--- src/rtl/maquina_estados_mascota_pkg.sv ---
// rtl/maquina_estados_mascota_pkg.sv - pet state codes, level thresholds and candidate-state helpers
package maquina_estados_mascota_pkg;

   localparam logic [2:0] COD_NEUTRAL    = 3'd0;
   localparam logic [2:0] COD_FELIZ      = 3'd1;
   localparam logic [2:0] COD_HAMBRIENTO = 3'd2;
   localparam logic [2:0] COD_CANSADO    = 3'd3;
   localparam logic [2:0] COD_TRISTE     = 3'd4;
   localparam logic [2:0] COD_ENFERMO    = 3'd5;
   localparam logic [2:0] COD_MUERTO     = 3'd6;

   localparam logic [1:0] NIVEL_CRITICO  = 2'd0;
   localparam logic [1:0] NIVEL_ALTO     = 2'd2;

   typedef enum logic [2:0] {
      NEUTRAL    = COD_NEUTRAL,
      FELIZ      = COD_FELIZ,
      HAMBRIENTO = COD_HAMBRIENTO,
      CANSADO    = COD_CANSADO,
      TRISTE     = COD_TRISTE,
      ENFERMO    = COD_ENFERMO,
      MUERTO     = COD_MUERTO
   } estado_t;

   // Earlier tests win: sickness masks hunger, hunger masks tiredness, and so on.
   function automatic estado_t candidato(input logic [1:0] animo,
                                         input logic [1:0] energia,
                                         input logic [1:0] descanso,
                                         input logic [1:0] medicina);
      estado_t res;
      if (medicina == NIVEL_CRITICO)
         res = ENFERMO;
      else if (energia == NIVEL_CRITICO)
         res = HAMBRIENTO;
      else if (descanso == NIVEL_CRITICO)
         res = CANSADO;
      else if (animo == NIVEL_CRITICO)
         res = TRISTE;
      else if (animo >= NIVEL_ALTO && energia >= NIVEL_ALTO &&
               descanso >= NIVEL_ALTO && medicina >= NIVEL_ALTO)
         res = FELIZ;
      else
         res = NEUTRAL;
      return res;
   endfunction

   function automatic estado_t siguiente_prueba(input estado_t e);
      estado_t res;
      if (e == MUERTO)
         res = NEUTRAL;
      else
         res = estado_t'(e + 3'd1);
      return res;
   endfunction

endpackage

--- src/rtl/maquina_estados_mascota_divisor_tick.sv ---
// rtl/maquina_estados_mascota_divisor_tick.sv - free-running divider, one-clk tick every TICK_DIV clks
module divisor_tick #(
   parameter int TICK_DIV = 50_000_000
) (
   input  logic clk,
   input  logic rst_n,
   output logic tick
);

   localparam int CNT_W = (TICK_DIV < 2) ? 1 : $clog2(TICK_DIV);

   logic [CNT_W-1:0] cnt_q;
   logic [CNT_W-1:0] cnt_d;

   assign tick = (cnt_q == CNT_W'(TICK_DIV - 1));

   always_comb begin
      cnt_d = cnt_q + 1'b1;
      if (tick)
         cnt_d = '0;
   end

   always_ff @(posedge clk or negedge rst_n) begin
      if (!rst_n)
         cnt_q <= '0;
      else
         cnt_q <= cnt_d;
   end

endmodule

--- src/rtl/maquina_estados_mascota.sv ---
// rtl/maquina_estados_mascota.sv - pet behaviour FSM with hold filter and test mode
// Optional MUERTE_EN: ENFERMO for DEATH_TICKS ticks leads to a sticky MUERTO.
module maquina_estados_mascota
   import maquina_estados_mascota_pkg::*;
#(
   parameter int TICK_DIV    = 50_000_000,
   parameter int HOLD_TICKS  = 3,
   parameter int DEATH_TICKS = 10
) (
   input  logic       clk,
   input  logic       reset,
   input  logic [1:0] Nivel_Animo,
   input  logic [1:0] Nivel_Energia,
   input  logic [1:0] Nivel_Descanso,
   input  logic [1:0] Nivel_Medicina,
   input  logic       Senal_MTest,
   input  logic       Senal_Test,
   output logic [2:0] Estado,
   output logic       Cambio_Estado,
   output logic       Activo_Comida,
   output logic       Activo_Medicina,
   output logic [7:0] Tiempo_Vida
);

   localparam int HOLD_W = $clog2(HOLD_TICKS + 1);

   if (HOLD_TICKS < 1 || DEATH_TICKS < 1 || TICK_DIV < 2) begin : g_param_invalido
      $error("maquina_estados_mascota: parameter out of range");
   end

   logic tick;

   divisor_tick #(.TICK_DIV(TICK_DIV)) u_divisor_tick (
      .clk  (clk),
      .rst_n(reset),
      .tick (tick)
   );

   estado_t             estado_q, estado_d;
   estado_t             pend_q, pend_d;
   estado_t             cand;
   logic [HOLD_W-1:0]   hold_q, hold_d, hold_sig;
   logic [7:0]          vida_q, vida_d;
   logic                mtest_q, mtest_d;
   logic                cambio_q, cambio_d;
   logic                comida_q, comida_d;
   logic                medic_q, medic_d;
   logic                salida_test;
   logic                evaluar;

`ifdef MUERTE_EN
   localparam int SICK_W = $clog2(DEATH_TICKS + 1);
   logic [SICK_W-1:0]   sick_q, sick_d, sick_inc;
`endif

   assign cand        = candidato(Nivel_Animo, Nivel_Energia, Nivel_Descanso, Nivel_Medicina);
   assign salida_test = mtest_q && !Senal_MTest;

   always_comb begin
      estado_d = estado_q;
      pend_d   = pend_q;
      hold_d   = hold_q;
      hold_sig = '0;
      vida_d   = vida_q;
      mtest_d  = Senal_MTest;
      evaluar  = 1'b0;
`ifdef MUERTE_EN
      sick_d   = sick_q;
      sick_inc = sick_q + 1'b1;
`endif

      if (salida_test) begin
         estado_d = NEUTRAL;
         pend_d   = NEUTRAL;
         hold_d   = '0;
      end else if (Senal_MTest) begin
         hold_d = '0;
         if (Senal_Test)
            estado_d = siguiente_prueba(estado_q);
      end else if (tick) begin
         if (estado_q != MUERTO && vida_q != 8'hFF)
            vida_d = vida_q + 8'd1;
         evaluar = 1'b1;
`ifdef MUERTE_EN
         if (estado_q == MUERTO) begin
            evaluar = 1'b0;
            hold_d  = '0;
         end else if (estado_q == ENFERMO) begin
            if (sick_inc >= SICK_W'(DEATH_TICKS)) begin
               estado_d = MUERTO;
               hold_d   = '0;
               evaluar  = 1'b0;
            end else begin
               sick_d = sick_inc;
            end
         end
`endif
      end

      // A candidate must be seen HOLD_TICKS consecutive ticks before it is adopted.
      if (evaluar) begin
         if (cand == estado_q) begin
            hold_d = '0;
         end else begin
            hold_sig = (cand == pend_q) ? hold_q + 1'b1 : HOLD_W'(1);
            pend_d   = cand;
            if (hold_sig >= HOLD_W'(HOLD_TICKS)) begin
               estado_d = cand;
               hold_d   = '0;
            end else begin
               hold_d = hold_sig;
            end
         end
      end

      if (estado_q == estado_t'(3'd7))
         estado_d = NEUTRAL;

`ifdef MUERTE_EN
      if (estado_d != ENFERMO || Senal_MTest || salida_test)
         sick_d = '0;
`endif

      cambio_d = (estado_d != estado_q);
      comida_d = !(estado_d == MUERTO || Senal_MTest);
      medic_d  = (estado_d == ENFERMO);
   end

   always_ff @(posedge clk or negedge reset) begin
      if (!reset) begin
         estado_q <= NEUTRAL;
         pend_q   <= NEUTRAL;
         hold_q   <= '0;
         vida_q   <= '0;
         mtest_q  <= 1'b0;
         cambio_q <= 1'b0;
         comida_q <= 1'b1;
         medic_q  <= 1'b0;
      end else begin
         estado_q <= estado_d;
         pend_q   <= pend_d;
         hold_q   <= hold_d;
         vida_q   <= vida_d;
         mtest_q  <= mtest_d;
         cambio_q <= cambio_d;
         comida_q <= comida_d;
         medic_q  <= medic_d;
      end
   end

`ifdef MUERTE_EN
   always_ff @(posedge clk or negedge reset) begin
      if (!reset)
         sick_q <= '0;
      else
         sick_q <= sick_d;
   end
`endif

   assign Estado          = estado_q;
   assign Cambio_Estado   = cambio_q;
   assign Activo_Comida   = comida_q;
   assign Activo_Medicina = medic_q;
   assign Tiempo_Vida     = vida_q;

endmodule
--- config.mk ---
export PLATFORM = sky130hd
export DESIGN_NAME = maquina_estados_mascota
export DESIGN_NICKNAME = d
export VERILOG_FILES = /design/src/rtl/maquina_estados_mascota_pkg.sv /design/src/rtl/maquina_estados_mascota_divisor_tick.sv /design/src/rtl/maquina_estados_mascota.sv
export SDC_FILE = /design/constraint.sdc
export NUM_CORES = 1
export LEC_CHECK = 0
export BUFFER_PORTS_ARGS = -buffer_cell sky130_fd_sc_hd__clkbuf_2
export CORE_AREA = 2 2 93 73
export DETAILED_ROUTE_END_ITERATION = 10
export DIE_AREA = 0 0 95 75
export GPL_ROUTABILITY_DRIVEN = 0
export PLACE_DENSITY = 0.54
export SLEW_MARGIN = 20
export SYNTH_ARGS = -nofsm -noshare
export SYNTH_HDL_FRONTEND = slang
export SYNTH_SLANG_ARGS = --single-unit
--- constraint.sdc ---
create_clock -name clk -period 4.4 [get_ports clk]
set_input_delay 0 -clock clk [delete_from_list [all_inputs] [get_ports clk]]
set_output_delay 0 -clock clk [all_outputs]
set_load 0.03 [all_outputs]
==> results_tabular.tex, run 1 <==
\begin{tabular}{lr}
\hline
Metric & Value \\
\hline
\multicolumn{2}{l}{\textbf{Run status}} \\
Run status & complete, no violations \\
\multicolumn{2}{l}{\textbf{Global routing}} \\
Pin count of the biggest net entering global routing & 47 \\
Total global routing track utilization & 14.56\% \\
Initial antenna violation count & 0 \\
First-pass GRT wire length & roughly 8000 um \\
Number of global-route vias before repair & 1723 \\
Aggregate global routing overflow & 0 \\
\multicolumn{2}{l}{\textbf{Critical path}} \\
Delay of the slowest critical-path stage & 0.43 ns \\
Startpoint type of the worst setup path & flip-flop \\
List of cells traversed by the critical path & ha\_1 > nand4\_4 > nor4\_4 > o211a\_1 > nand3\_4 > mux2\_4 > xnor2\_2 > nand3\_1 \\
Logic depth of the worst register-to-register path & 8 \\
Critical path data required time & roughly 4.6 ns \\
Worst-path fanout max & 9 \\
Worst setup path class & flip-flop to flip-flop \\
Arrival time of the worst setup path & 2.69 ns \\
Type of destination of the critical path & flip-flop \\
Critical path's slowest cell & dfrtp\_1 \\
\multicolumn{2}{l}{\textbf{Synth}} \\
Synthesized instance count & 240 \\
Sequential share of the synthesized area & 47.74\% \\
Cell accounting for the most synthesized area & dfrtp\_1 \\
Area share of and/or/nand/nor cells after synthesis & 23.38\% \\
Top area cells in the synthesized netlist & dfrtp\_1 (47\%), xnor2\_1 (6.2\%), xor2\_1 (5.8\%) \\
Fraction of the mapped netlist area in adder cells & under 10\% \\
Area share of the largest cell type after synthesis & a little under half \\
Count of distinct cell types in the synthesized netlist & 47 \\
Multiplexer share of the synthesized area & 3.266\% \\
Post-synthesis instance area & 0.002414 mm\^{}2 \\
Complex-gate fraction of the synthesized area & 9.072\% \\
Net Count, Synth & roughly 260 \\
Async SR Flop Fraction & 100.0\% \\
Dominant synthesized flop cell & dfrtp\_1 \\
Post-synthesis sequential element count & 46 \\
Dominant combinational cell family by area after synthesis & simple AND/OR/NAND/NOR gates \\
Number of enable flip-flop cells after synthesis & 0 \\
Synth Warn \# & 0 \\
Xor and xnor area share after synthesis & approximately an eighth \\
Mean area per synthesized cell & 10.06 um\^{}2 \\
\multicolumn{2}{l}{\textbf{Drt}} \\
Post-detailed-route via-to-cell ratio & 4.914 \\
Detailed-router iteration count before antenna repair & 4 \\
Vias & 1720 \\
Post-DR wirelength/cell & 13.11 um \\
Number of antenna-violating nets in the routed design & 0 \\
Number of design-rule violations left by the first detailed-router iteration & 96 \\
Wirelength, routed & $\sim$4600 um \\
Drt drc & 0 \\
\multicolumn{2}{l}{\textbf{Cells and area}} \\
Antenna cell count & 0 \\
Share of cells above drive strength 1 & 17.84\% \\
Post-layout net count & $\sim$280 \\
Commonest non-fill, non-tap cells in the layout & dfrtp\_1 (45), nor2\_1 (32), nand2\_1 (25), clkbuf\_2 (25), xnor2\_1 (17) \\
P\&R area growth vs syn & 13.06\% \\
\# fillers & 591 \\
Most common cell after layout, fill and taps aside & dfrtp\_1 \\
Fin util & 44.28\% \\
\multicolumn{2}{l}{\textbf{Clock network}} \\
Maximum level of the CTS H-tree & 2 \\
Count of cells resized by post-cts repair & 0 \\
Clock tree from TritonCTS & yes \\
Cell at the root of the clock tree & clkbuf\_8 \\
Clock transition at the registers of the reported paths & 0.08 ns \\
Total clock buffers created by CTS & 5 \\
Number of sinks on the clock net & 46 \\
Source-to-sink clock delay at the later pin of the worst-skew pair & 0.29 ns \\
Buffer depth of the longest clock path & 2 \\
\multicolumn{2}{l}{\textbf{Floorplan}} \\
Initial core utilization & 39.17\% \\
Die Footprint & just over 0.007 mm\^{}2 \\
Placeable core region & 0.006162 mm\^{}2 \\
Chip Height & 75 um \\
Die Width & 95 um \\
Row cnt & 25 \\
I/O Pins & 26 \\
\multicolumn{2}{l}{\textbf{Min path}} \\
Worst min-delay path category & input port to flip-flop \\
Hold Path Stages & 4 \\
\multicolumn{2}{l}{\textbf{STA}} \\
Skew final & 0.004979 ns \\
Worst slew margin relative to its limit & approximately three fifths \\
Max-slew violation total from the final report & 0 \\
Clock period minus final worst setup slack & 2.515 ns \\
Setup repair after global routing missed its margin & no \\
Hold Violations, Final & 0 \\
Transition time at the pin with the least slew margin & 0.5874 ns \\
Count of endpoints failing setup in the final report & 0 \\
Maximum frequency from static timing analysis & 0.3976 GHz \\
Final period utilization & 57.16\% \\
Summed negative setup slack over all endpoints & 0 ns \\
\multicolumn{2}{l}{\textbf{Flow run}} \\
Maximum capacitance violations & 0 \\
\multicolumn{2}{l}{\textbf{Power and ir drop}} \\
Sum of internal, switching and leakage power & 0.0007830 W \\
P\_sw & 0.0001966 W \\
Largest voltage drop on the vdd net & about 0.14 mV \\
Total power divided by cell area & 286.9 mW/mm\^{}2 \\
Static leakage power & approximately 1.3 nW \\
Proportion of power drawn by the clock network & approximately 34\% \\
Sw Share & between 20\% and 30\% \\
Fraction of power consumed by combinational cells & between 10\% and 20\% \\
Internal power consumption & between 0.0005 and 0.0006 W \\
Reg power frac & between 50\% and 60\% \\
\multicolumn{2}{l}{\textbf{Placed design}} \\
DP Wirelength & 3274 um \\
IO buf count & 25 \\
\hline
\end{tabular}
-- sequential cells by signal (all words and copies together), names as in the netlist --
| register | flops |
|---|---|
| u_divisor_tick.cnt_q | 26 |
| Tiempo_Vida | 8 |
| Estado | 3 |
| pend_q | 3 |
| hold_q | 2 |
| Activo_Comida | 1 |
| Activo_Medicina | 1 |
| Cambio_Estado | 1 |
| mtest_q | 1 |
-- kinds of logic after synthesis --
group | Yosys count
XOR/XNOR | 34
AO/OA/AOI/OAI | 29
adder cells (fa/ha/maj) | 3
buffers and inverters | 13
multiplexers | 7
flip-flops | 46
AND/OR/NAND/NOR | 108
-- power by group through the flow --
stage               Combinational [W]  Sequential, W  Clock (W)
finish                      0.0000805       0.000439   0.000264
global route                0.0000900       0.000440   0.000291
CTS                         0.0000822       0.000439   0.000273
floorplan                   0.0000430       0.000454          0
global placement            0.0000807       0.000447          0
detailed placement          0.0000804       0.000447          0
-- routing by layer --
metal | global-route usage (%) | routed length [um] | vias to the layer above
met1 | 21.21 | 2475 | 794
li1 | - | - | 895
met3 | 3.303 | 153 | 5
met5 | 0 | 0 | -
met2 | 21.67 | 1922 | 26
met4 | 4.670 | 38 | 0
-- worst paths after layout --
kind,from,to,slack (ns)
worst max-delay path,u_divisor_tick.cnt_q[0]$_DFF_PN0_,Cambio_Estado$_DFF_PN0_,1.88
worst min register to register,u_divisor_tick.cnt_q[4]$_DFF_PN0_,u_divisor_tick.cnt_q[4]$_DFF_PN0_,0.49
min in group asynchronous,reset,u_divisor_tick.cnt_q[18]$_DFF_PN0_,0.31
worst min-delay path,Nivel_Descanso[0],pend_q[1]$_DFF_PN0_,0.15
max in group asynchronous,reset,u_divisor_tick.cnt_q[21]$_DFF_PN0_,3.67
worst max register to register,u_divisor_tick.cnt_q[0]$_DFF_PN0_,Cambio_Estado$_DFF_PN0_,1.88
-- worst max-delay path: cells and delay by family (launching register included) --
| family | cells | cell delay [ns] |
|---|---|---|
| AND/OR/NAND/NOR | 4 | 0.74 |
| flip-flops | 1 | 0.43 |
| AO/OA/AOI/OAI | 1 | 0.42 |
| multiplexers | 1 | 0.36 |
| adder cells (fa/ha/maj) | 1 | 0.32 |
| XOR/XNOR | 1 | 0.12 |
-- cell usage after synthesis (2+ instances only) --
cell type   n
xnor2_1    17
nor3_1      3
nor4b_1     3
a21oi_1     4
ha_1        3
a22oi_1     2
and3_1      4
mux2_2      3
o22a_1      2
inv_1       5
clkbuf_1    7
a21oi_2     2
o21ai_0     7
nand4_1     7
nand3_1    16
dfrtp_1    45
a41o_1      2
xor2_1     16
nor2b_1     2
nor2_1     32
nand2_1    25
mux2i_1     3
or3_1       4
and2_1      2
nand2b_1    2
-- area by class of cell --
| type | count | area [um^2] | share of cell area (%) |
|---|---|---|---|
| Inverter | 5 | 18.77 | 0.6878 |
| Clock inverter | 1 | 5.005 | 0.1834 |
| Clock buffer | 7 | 86.33 | 3.164 |
| Tap cell | 81 | 101.3 | 3.714 |
| Sequential cell | 46 | 1152 | 42.23 |
| Multi-Input combinational cell | 181 | 1205 | 44.15 |
| Timing Repair Buffer | 29 | 160.2 | 5.869 |
-- timing repair --
item	in CTS	in global routing
endpoints found under the hold margin	47	0
hold buffers	2	0
setup buffers	0	0
-- metrics by stage --
stage / instance area (um^2) / hold WS [ns] / setup WS (ns) / instances
2_1_floorplan: 2414 / -0.2956 / 2.003 / 240
3_3_place_gp: 2618 / 0.1355 / 1.996 / 340
3_5_place_dp: 2618 / 0.1281 / 1.907 / 340
4_1_cts: 2729 / 0.1348 / 1.872 / 350
5_1_grt: 2729 / 0.1991 / 1.731 / 350
6_report: 2729 / 0.1519 / 1.885 / 350
(Power assumes the default switching activity.)
==> run 2: changes to the inputs <==
PLACE_DENSITY = 0.56   (was 0.54)
clock period = 2.23 ns   (was 4.4 ns; I/O delays follow)
==> results_tabular.tex, run 2 (synthesized netlist as in run 1, its figures left out) <==
\begin{tabular}{lr}
\hline
Metric & Value \\
\hline
\multicolumn{2}{l}{\textbf{Min path}} \\
Worst min-delay path category & input port to flip-flop (unchanged) \\
Hold path startpoint & Nivel\_Descanso[0] (unchanged) \\
Hold Path Stages & 4 (unchanged) \\
\multicolumn{2}{l}{\textbf{Power and ir drop}} \\
Proportion of power drawn by the clock network & 33.5\% (was 33.7\%) \\
Largest voltage drop on the vdd net & 0.2677 mV (was 0.1400 mV) \\
Internal power consumption & 0.001168 W (was 0.0005863 W) \\
Static leakage power & 1.343 nW (was 1.262 nW) \\
P\_sw & 0.0003965 W (was 0.0001966 W) \\
Reg power frac & 54.8\% (was 56.0\%) \\
Total power divided by cell area & 547.1 mW/mm\^{}2 (was 286.9 mW/mm\^{}2) \\
Fraction of power consumed by combinational cells & 11.6\% (was 10.3\%) \\
Sw Share & 25.34\% (was 25.12\%) \\
\multicolumn{2}{l}{\textbf{STA}} \\
Maximum frequency from static timing analysis & 0.4604 GHz (was 0.3976 GHz) \\
Final period utilization & 97.41\% (was 57.16\%) \\
Hold Slack & 0.1603 ns (was 0.1519 ns) \\
Transition time at the pin with the least slew margin & 0.8615 ns (was 0.5874 ns) \\
Count of endpoints failing setup in the final report & 0 (unchanged) \\
Worst slew margin relative to its limit & 42.57\% (was 60.84\%) \\
Clock period minus final worst setup slack & 2.172 ns (was 2.515 ns) \\
Max-slew violation total from the final report & 0 (unchanged) \\
Hold Violations, Final & 0 (unchanged) \\
Setup repair after global routing missed its margin & yes (was no) \\
Skew final & 0.004514 ns (was 0.004979 ns) \\
Summed negative setup slack over all endpoints & 0 ns (unchanged) \\
\multicolumn{2}{l}{\textbf{Clock network}} \\
Clock transition at the registers of the reported paths & 0.08 ns (about the same) \\
Cell at the root of the clock tree & clkbuf\_8 (unchanged) \\
Number of sinks on the clock net & 46 (unchanged) \\
Maximum level of the CTS H-tree & 2 (unchanged) \\
Clock tree from TritonCTS & yes (unchanged) \\
Buffer depth of the longest clock path & 2 (unchanged) \\
Source-to-sink clock delay at the later pin of the worst-skew pair & 0.29 ns (about the same) \\
Total clock buffers created by CTS & 5 (unchanged) \\
\multicolumn{2}{l}{\textbf{Global routing}} \\
Initial antenna violation count & 0 (unchanged) \\
First-pass GRT wire length & 8528 um (was 8073 um) \\
Number of global-route vias before repair & 1754 (was 1723) \\
Total global routing track utilization & 15.42\% (was 14.56\%) \\
Pin count of the biggest net entering global routing & 35 (was 47) \\
Aggregate global routing overflow & 0 (unchanged) \\
\multicolumn{2}{l}{\textbf{Critical path}} \\
Arrival time of the worst setup path & 2.35 ns (was 2.69 ns) \\
Worst-path fanout max & 5 (was 9) \\
Startpoint type of the worst setup path & flip-flop (unchanged) \\
End point of the critical path & Cambio\_Estado\$\_DFF\_PN0\_ (unchanged) \\
Setup slack, reg-to-reg & 0.06 ns (was 1.88 ns) \\
Terminus of the critical flop-to-flop path & Cambio\_Estado\$\_DFF\_PN0\_ (unchanged) \\
Logic depth of the worst register-to-register path & 8 (unchanged) \\
Worst setup path class & flip-flop to flip-flop (unchanged) \\
Type of destination of the critical path & flip-flop (unchanged) \\
Critical path's slowest cell & dfrtp\_1 (unchanged) \\
Delay of the slowest critical-path stage & 0.44 ns (was 0.43 ns) \\
List of cells traversed by the critical path & inv\_1 > nor4\_1 > o21ai\_0 > a221oi\_2 > nand3\_4 > mux2\_4 > xnor2\_2 > nand3\_1 (was ha\_1 > nand4\_4 > nor4\_4 > o211a\_1 > nand3\_4 > mux2\_4 > xnor2\_2 > nand3\_1) \\
Critical path data required time & 2.40 ns (was 4.58 ns) \\
Worst setup path start & pend\_q[0]\$\_DFF\_PN0\_ (was u\_divisor\_tick.cnt\_q[0]\$\_DFF\_PN0\_) \\
Worst flop-to-flop path startpoint & pend\_q[0]\$\_DFF\_PN0\_ (was u\_divisor\_tick.cnt\_q[0]\$\_DFF\_PN0\_) \\
\multicolumn{2}{l}{\textbf{Placed design}} \\
IO buf count & 25 (unchanged) \\
DP Wirelength & 3487 um (was 3274 um) \\
\multicolumn{2}{l}{\textbf{Cells and area}} \\
Largest register by flop count & u\_divisor\_tick.cnt\_q (unchanged) \\
\# fillers & 583 (was 591) \\
Antenna cell count & 0 (unchanged) \\
Most common cell after layout, fill and taps aside & dfrtp\_1 (unchanged) \\
Post-layout net count & 298 (was 283) \\
Share of cells above drive strength 1 & 23.59\% (was 17.84\%) \\
Number of flip-flops in the largest register & 26 (unchanged) \\
Commonest non-fill, non-tap cells in the layout & dfrtp\_1 (44), nor2\_1 (32), nand2\_1 (25), clkbuf\_2 (25) (was dfrtp\_1 (45), nor2\_1 (32), nand2\_1 (25), clkbuf\_2 (25), xnor2\_1 (17)) \\
P\&R area growth vs syn & 18.51\% (was 13.06\%) \\
\multicolumn{2}{l}{\textbf{Floorplan}} \\
Die Footprint & 0.007125 mm\^{}2 (unchanged) \\
Placeable core region & 0.006162 mm\^{}2 (unchanged) \\
Die Width & 95 um (unchanged) \\
I/O Pins & 26 (unchanged) \\
Row cnt & 25 (unchanged) \\
Initial core utilization & 39.17\% (unchanged) \\
Chip Height & 75 um (unchanged) \\
\multicolumn{2}{l}{\textbf{Drt}} \\
Vias & 1829 (was 1720) \\
Number of antenna-violating nets in the routed design & 0 (unchanged) \\
Post-detailed-route via-to-cell ratio & 5.011 (was 4.914) \\
Wirelength, routed & 4767 um (was 4590 um) \\
Post-DR wirelength/cell & 13.06 um (was 13.11 um) \\
Detailed-router iteration count before antenna repair & 4 (unchanged) \\
Number of design-rule violations left by the first detailed-router iteration & 90 (was 96) \\
Drt drc & 0 (unchanged) \\
\multicolumn{2}{l}{\textbf{Flow run}} \\
Maximum capacitance violations & 0 (unchanged) \\
\multicolumn{2}{l}{\textbf{Run status}} \\
Run status & complete, no violations (unchanged) \\
\hline
\end{tabular}
-- run 2: final cells by class --
| cell class | instances | area (um^2) | area share (%) |
|---|---|---|---|
| clock buffer | 7 | 86.33 | 3.018 |
| clock inverter | 1 | 5.005 | 0.1750 |
| inverter | 5 | 18.77 | 0.6562 |
| multi-input combinational | 181 | 1222 | 42.74 |
| sequential | 46 | 1154 | 40.33 |
| tap | 81 | 101.3 | 3.543 |
| timing repair buffer | 44 | 272.8 | 9.536 |
-- run 2: how the worst min path moves through the flow --
stage                                               to
CTS                                pend_q[1]$_DFF_PN0_
detailed placement   u_divisor_tick.cnt_q[0]$_DFF_PN0_
global placement    u_divisor_tick.cnt_q[12]$_DFF_PN0_
finish                             pend_q[1]$_DFF_PN0_
global route                       pend_q[1]$_DFF_PN0_
floorplan                    Activo_Medicina$_DFF_PN0_
-- run 2: repair_timing --
item / in CTS / in global routing
endpoints found under the hold margin: 33 / 0
setup endpoints to repair: 0 / 4
hold buffers: 2 / 0
resized for setup: 0 / 1
buffers inserted: 0 / 1
-- run 2: power groups by stage --
stage / clock network, W / registers, W / logic [W]
global route: 0.000579 / 0.000861 / 0.000203
CTS: 0.000545 / 0.000859 / 0.000184
detailed placement: 0 / 0.000875 / 0.000180
finish: 0.000525 / 0.000858 / 0.000182
floorplan: 0 / 0.000895 / 0.0000850
global placement: 0 / 0.000875 / 0.000180
-- run 2: critical path: cells and delay by family, from the launching register on --
family	cells	cell delay (ns)
xor gates and xnor gates	1	0.12
muxes	1	0.36
buffers and inverters	1	0.09
DFF	1	0.44
and+or+nand+nor	3	0.46
AOI/OAI and AO/OA	2	0.58
-- run 2: through the flow --
stage	cells	setup slack, ns	area [um^2]	power (W)	util (%)
4_1_cts	364	0.04921	2848	0.001588	46.21
2_1_floorplan	240	-0.05579	2429	0.0009803	-
6_report	365	0.05781	2860	0.001565	46.42
3_3_place_gp	354	0.09106	2736	0.001055	44.41
3_5_place_dp	354	0.07515	2736	0.001056	44.41
5_1_grt	365	-0.08104	2860	0.001643	46.42
-- run 2: layer usage --
metal	up-vias	wire, um	GRT usage [%]
met2	24	2008	22.38
met5	-	0	0
met1	879	2549	23.21
li1	921	-	-
met3	5	166	3.504
met4	0	43	4.348
